## config.mk

```make
export PLATFORM = sky130hd
export DESIGN_NAME = adsr_envelope
export DESIGN_NICKNAME = d
export VERILOG_FILES = /design/src/rtl/synth_pkg.sv /design/src/rtl/gate_edge_detect.sv /design/src/rtl/adsr_envelope.sv
export SDC_FILE = /design/constraint.sdc
export NUM_CORES = 1
export LEC_CHECK = 0
export ABC_AREA = 1
export CAP_MARGIN = 20
export CORE_MARGIN = 2
export CORE_UTILIZATION = 45
export CTS_CLUSTER_DIAMETER = 80
export DETAILED_ROUTE_END_ITERATION = 8
export PLACE_DENSITY = 0.65
export SLEW_MARGIN = 20
export SYNTH_ARGS = -nofsm -noshare
export SYNTH_HDL_FRONTEND = slang
export SYNTH_HIERARCHICAL = 1
export SYNTH_SLANG_ARGS = --single-unit
```

## constraint.sdc

```tcl
create_clock -name clk -period 3.15 [get_ports clk]
set_clock_uncertainty 0.15 [all_clocks]
set_input_delay 0.4725 -clock clk [delete_from_list [all_inputs] [get_ports clk]]
set_output_delay 0.4725 -clock clk [all_outputs]
set_load 0.01 [all_outputs]
```

## src/rtl/synth_pkg.sv

```systemverilog
// Shared voice-synth definitions: ADSR state encodings, default widths and full-scale level.
// Reused by the envelope, the voice mixer and the note-trigger logic.
package synth_pkg;

    localparam int ENV_W_DEF  = 16;
    localparam int RATE_W_DEF = 16;

    localparam logic [ENV_W_DEF-1:0] ENV_MAX = '1;

    typedef enum logic [2:0] {
        ST_IDLE    = 3'd0,
        ST_ATTACK  = 3'd1,
        ST_DECAY   = 3'd2,
        ST_SUSTAIN = 3'd3,
        ST_RELEASE = 3'd4
    } adsr_state_e;

    // States in which the gate is held, i.e. a note-off moves to RELEASE.
    function automatic logic is_gated(input adsr_state_e s);
        return s inside {ST_ATTACK, ST_DECAY, ST_SUSTAIN};
    endfunction

endpackage

```

## src/rtl/gate_edge_detect.sv

```systemverilog
// Registers the note gate once per clk and flags its rising and falling edges.
module gate_edge_detect (
    input  logic clk,
    input  logic rst_n,
    input  logic gate_i,
    output logic rise_o,
    output logic fall_o
);

    logic trig_q;

    // NOTE: clocked state uses non-blocking (<=) so every flop samples pre-edge values.
    always_ff @(posedge clk or negedge rst_n) begin
        if (!rst_n) begin
            trig_q <= 1'b0;
        end else begin
            trig_q <= gate_i;
        end
    end

    assign rise_o = gate_i & ~trig_q;
    assign fall_o = ~gate_i & trig_q;

endmodule

```

## src/rtl/adsr_envelope.sv

```systemverilog
// Single-voice ADSR envelope: gate edges steer the FSM every clk, the level steps on sample ticks
// through a saturating add/subtract evaluated one bit wider than the envelope.
module adsr_envelope
    import synth_pkg::*;
#(
    parameter int ENV_W  = ENV_W_DEF,
    parameter int RATE_W = RATE_W_DEF
) (
    input  logic              clk,
    input  logic              rst_n,
    input  logic              tick,
    input  logic              trigger,
    input  logic [RATE_W-1:0] attack_rate,
    input  logic [RATE_W-1:0] decay_rate,
    input  logic [ENV_W-1:0]  sustain_level,
    input  logic [RATE_W-1:0] release_rate,
    output logic [ENV_W-1:0]  envelope,
    output logic              env_strobe,
    output logic [2:0]        state,
    output logic              active
);

    localparam int EXT_W = ((ENV_W > RATE_W) ? ENV_W : RATE_W) + 1;
    localparam logic [EXT_W-1:0] ENV_MAX_EXT = EXT_W'({ENV_W{1'b1}});

    logic rise;
    logic fall;

    gate_edge_detect u_gate (
        .clk    (clk),
        .rst_n  (rst_n),
        .gate_i (trigger),
        .rise_o (rise),
        .fall_o (fall)
    );

    adsr_state_e      state_q, state_d;
    logic [ENV_W-1:0] env_q, env_d;
    logic             strobe_q, strobe_d;
    logic             active_q, active_d;

    logic [EXT_W-1:0] env_x;
    logic [EXT_W-1:0] att_sum;
    logic [EXT_W-1:0] dec_floor;

    assign env_x     = EXT_W'(env_q);
    assign att_sum   = env_x + EXT_W'(attack_rate);
    assign dec_floor = EXT_W'(sustain_level) + EXT_W'(decay_rate);

    // NOTE: every always_comb output gets a default first, so no path can infer a latch.
    always_comb begin
        state_d  = state_q;
        env_d    = env_q;
        strobe_d = 1'b0;

        if (!(state_q inside {ST_IDLE, ST_ATTACK, ST_DECAY, ST_SUSTAIN, ST_RELEASE})) begin
            state_d = ST_IDLE;
            env_d   = '0;
        end else if (rise) begin
            // Retrigger keeps the current level so there is no click.
            state_d = ST_ATTACK;
        end else if (fall && is_gated(state_q)) begin
            state_d = ST_RELEASE;
        end else if (tick) begin
            strobe_d = 1'b1;
            case (state_q)
                ST_ATTACK: begin
                    if (att_sum >= ENV_MAX_EXT) begin
                        env_d   = '1;
                        state_d = ST_DECAY;
                    end else begin
                        env_d = ENV_W'(att_sum);
                    end
                end
                ST_DECAY: begin
                    // Also covers a sustain level above the current envelope: jump straight up to it.
                    if (env_x <= dec_floor) begin
                        env_d   = sustain_level;
                        state_d = ST_SUSTAIN;
                    end else begin
                        env_d = ENV_W'(env_x - EXT_W'(decay_rate));
                    end
                end
                ST_SUSTAIN: env_d = sustain_level;
                ST_RELEASE: begin
                    if (env_x <= EXT_W'(release_rate)) begin
                        env_d   = '0;
                        state_d = ST_IDLE;
                    end else begin
                        env_d = ENV_W'(env_x - EXT_W'(release_rate));
                    end
                end
                default: env_d = '0;
            endcase
        end

        active_d = (state_d != ST_IDLE);
    end

    always_ff @(posedge clk or negedge rst_n) begin
        if (!rst_n) begin
            state_q  <= ST_IDLE;
            env_q    <= '0;
            strobe_q <= 1'b0;
            active_q <= 1'b0;
        end else begin
            state_q  <= state_d;
            env_q    <= env_d;
            strobe_q <= strobe_d;
            active_q <= active_d;
        end
    end

    assign envelope   = env_q;
    assign env_strobe = strobe_q;
    assign state      = state_q;
    assign active     = active_q;

endmodule

```

==> results.toml, run 1 <==
[critical_path]
cp-start-kind = "primary input"
cpMostUsedCell = "nand2_1"
critPathKind = "primary input to flip-flop"
reg2reg_slack_ns = 0.20
arrival_ns = 3.54
crit_family = "simple AND/OR/NAND/NOR gates"
cp_num_buf_inv = 2
crit_path_end_kind = "flip-flop"
cp_slowest_stage_delay_ns = 0.38
rr_startpoint = "envelope[10]$_DFFE_PN0P_"
cp_max_fo = 6
reg2reg_to = "envelope[9]$_DFFE_PN0P_"
crit_path_top_delay_cell = "fa_2"
critical_path_required_ns = 3.15
worst-r2r-cell-count = 15

[yosys]
async_flop_share = 1.00
yosys-top-cells-area = "nand2_1 20%, ha_1 18%, dfrtp_1 10%"
avgSynthCellArea_sq_um = 5.86
ys_warn_count = 6
synth_common_cells = "295 x nand2_1, 132 x inv_1, 81 x nor2_1"
ys_seq_area_frac = 0.102
yosysMostFrequentCell = "nand2_1"
synth_top_area_frac = 0.205
synthCells = 923
yosysTopAreaCell = "nand2_1"
synth_ff_type = "dfrtp_1"
netlist_area_sq_um = 5410
synth.distinct_cells = 44
ys_ff_latch = 22
synth_nets = 1074
synth_edf_count = 0

[floorplanning]
core_region_area_sq_um = 11900
die_y_um = 114
dieArea_sq_um = 12900
num_rows = 40
start_util = 0.456
io_pins = 89
dieWidth_um = 114

[sta]
fin_crit_ns = 3.54
rsz0062_at_grt = "yes"
period_share = 1.12
worst_pin_slew_ns = 0.565
slew_headroom = 0.623
hold_viol = 0
setup_ws_ns = -0.393
max_freq_mhz = 282
whs_ns = 0.407
setup_violations = 18
slew_viol_final = 0

[finish]
nFillCells = 1076
antenna_cells = 0
drive_gt1_frac = 0.220
area_growth_pct = 48.3
multiInputGateArea_sq_um = 4720
regArea_sq_um = 551
nets = 1295

[cts]
cts_tree = "yes"
clk_pin_slew_ns = 0.06
clk_path_buf_depth = 2
h-tree-depth = 1
holdBufCountCts = 0
clk_latency_ns = 0.25
clock_sinks = 22
cts_root_buffer = "clkbuf_16"
cts_inserted_buffers = 3

[grt]
grt_overflow = 0
grt_pass1_vias = 6402
grt_pass1_wl_mm = 32.1
antenna_found_initial = 0
track_usage = 0.311
grt_start_max_net_pins = 23

[worst_hold_path]
min_path_type = "flip-flop to flip-flop"
holdCritStartpoint = "envelope[0]$_DFFE_PN0P_"
whs_endpoint = "envelope[0]$_DFFE_PN0P_"
hold_depth = 2

[detailed_routing]
drt-initial-drc-count = 516
first_pass_iters = 5
vias = 6782
wirelength_mm = 20.6
drtAntennaViolNets = 0
viasPerCell = 5.26
post_drt_wl_per_cell_um = 16.0
drc = 0

[place]
place.gp.congestion = 1.00
dp_hpwl_mm = 16.5
io_buffers = 88

[power]
p_total_mw = 5.89
power_density_nw_per_um2 = 734
peakVddDrop_mv = 0.435
p_leak_nw = 4.32

[status]
violations = "setup timing"
status = "finished, violations left"

[job]
maxCapViolations = 0
through the flow:
| stage | utilization | std cells | TNS [ns] | area, sq um | worst slack (ns) |
|---|---|---|---|---|---|
| 2_1_floorplan | - | 923 | -4.27 | 5480 | -0.312 |
| 3_3_place_gp | 0.626 | 1270 | -18.47 | 7420 | -1.11 |
| 3_5_place_dp | 0.626 | 1270 | -18.84 | 7420 | -1.16 |
| 4_1_cts | 0.661 | 1286 | -4.54 | 7840 | -0.289 |
| 5_1_grt | 0.676 | 1290 | -9.92 | 8020 | -0.614 |
| 6_report | 0.676 | 1290 | -6.21 | 8020 | -0.393 |
logic make-up (layout without fill, tap and decap cells):
group / count (synthesis) / in the layout / synth area share
AOI/OAI and AO/OA: 141 / 141 / 0.150
DFF: 22 / 22 / 0.102
xor gates and xnor gates: 39 / 39 / 0.0631
buffers and inverters: 150 / 370 / 0.107
and+or+nand+nor: 488 / 488 / 0.381
adders and majority gates: 83 / 83 / 0.197
per-layer routing:
layer	up-vias	global-route usage	part of all wire
li1	3454	-	-
met1	3068	0.439	0.47
met2	229	0.531	0.46
met3	31	0.0149	0.050
met4	0	0.0610	0.024
met5	-	0	0
final cells by class:
| type | count | share of cell area |
|---|---|---|
| clock buffer | 3 | 0.00936 |
| clock inverter | 1 | 0.00374 |
| inverter | 142 | 0.0667 |
| multi-input combinational | 751 | 0.588 |
| sequential | 22 | 0.0686 |
| tap | 147 | 0.0229 |
| timing repair buffer | 224 | 0.240 |
worst min-delay path, delay by kind of cell, from the launching register on:
kind,cells,cell delay (ns)
and+or+nand+nor,2,0.13
DFF,1,0.40
timing repair:
| action | 4_1_cts | 5_1_grt |
|---|---|---|
| gates cloned | 0 | 0 |
| buffers inserted | 12 | 5 |
| endpoints found under the setup margin | 18 | 18 |
| gates resized for setup | 120 | 37 |
| pin swaps | 40 | 41 |
worst max-delay path by stage:
stage                     startpoint                  endpoint  slack, ns  cells after the start
floorplan           sustain_level[2]  envelope[10]$_DFFE_PN0P_      -0.31                     27
global placement       decay_rate[0]   envelope[9]$_DFFE_PN0P_      -1.11                     27
detailed placement     decay_rate[0]   envelope[9]$_DFFE_PN0P_      -1.16                     27
CTS                    decay_rate[4]  envelope[15]$_DFFE_PN0P_      -0.29                     28
global route        sustain_level[0]   envelope[4]$_DFFE_PN0P_      -0.61                     24
finish              sustain_level[0]  envelope[13]$_DFFE_PN0P_      -0.39                     25
cell usage in the layout, fill, tap and decap left out, types with 13 or more instances in the layout:
cell type,count
nand2_1,281
inv_1,131
buf_4,129
nor2_1,71
ha_1,66
clkdlybuf4s50_1,63
a21oi_1,59
nand3_1,58
o21ai_0,23
dfrtp_1,22
xor2_1,21
xnor2_1,17
nand2_2,16
o21ai_1,13
ha_4,13
registers in the layout (all words and copies together), names as in the netlist:
name and flops:
envelope 16, state 3, u_gate/trig_q 1, active 1, env_strobe 1
power by group:
part	switching, mW	internal [mW]
registers	0.285	0.393
logic	2.77	2.08
clock network	0.104	0.252
total	3.16	2.73
No activity file was read; power rests on OpenSTA's default activity.
==> run 2: changes to the inputs <==
Settings changed: CTS_CLUSTER_DIAMETER 80 to 30.
==> results of run 2 <==
No change in the layout: final DEF, timing and power equal those of run 1.
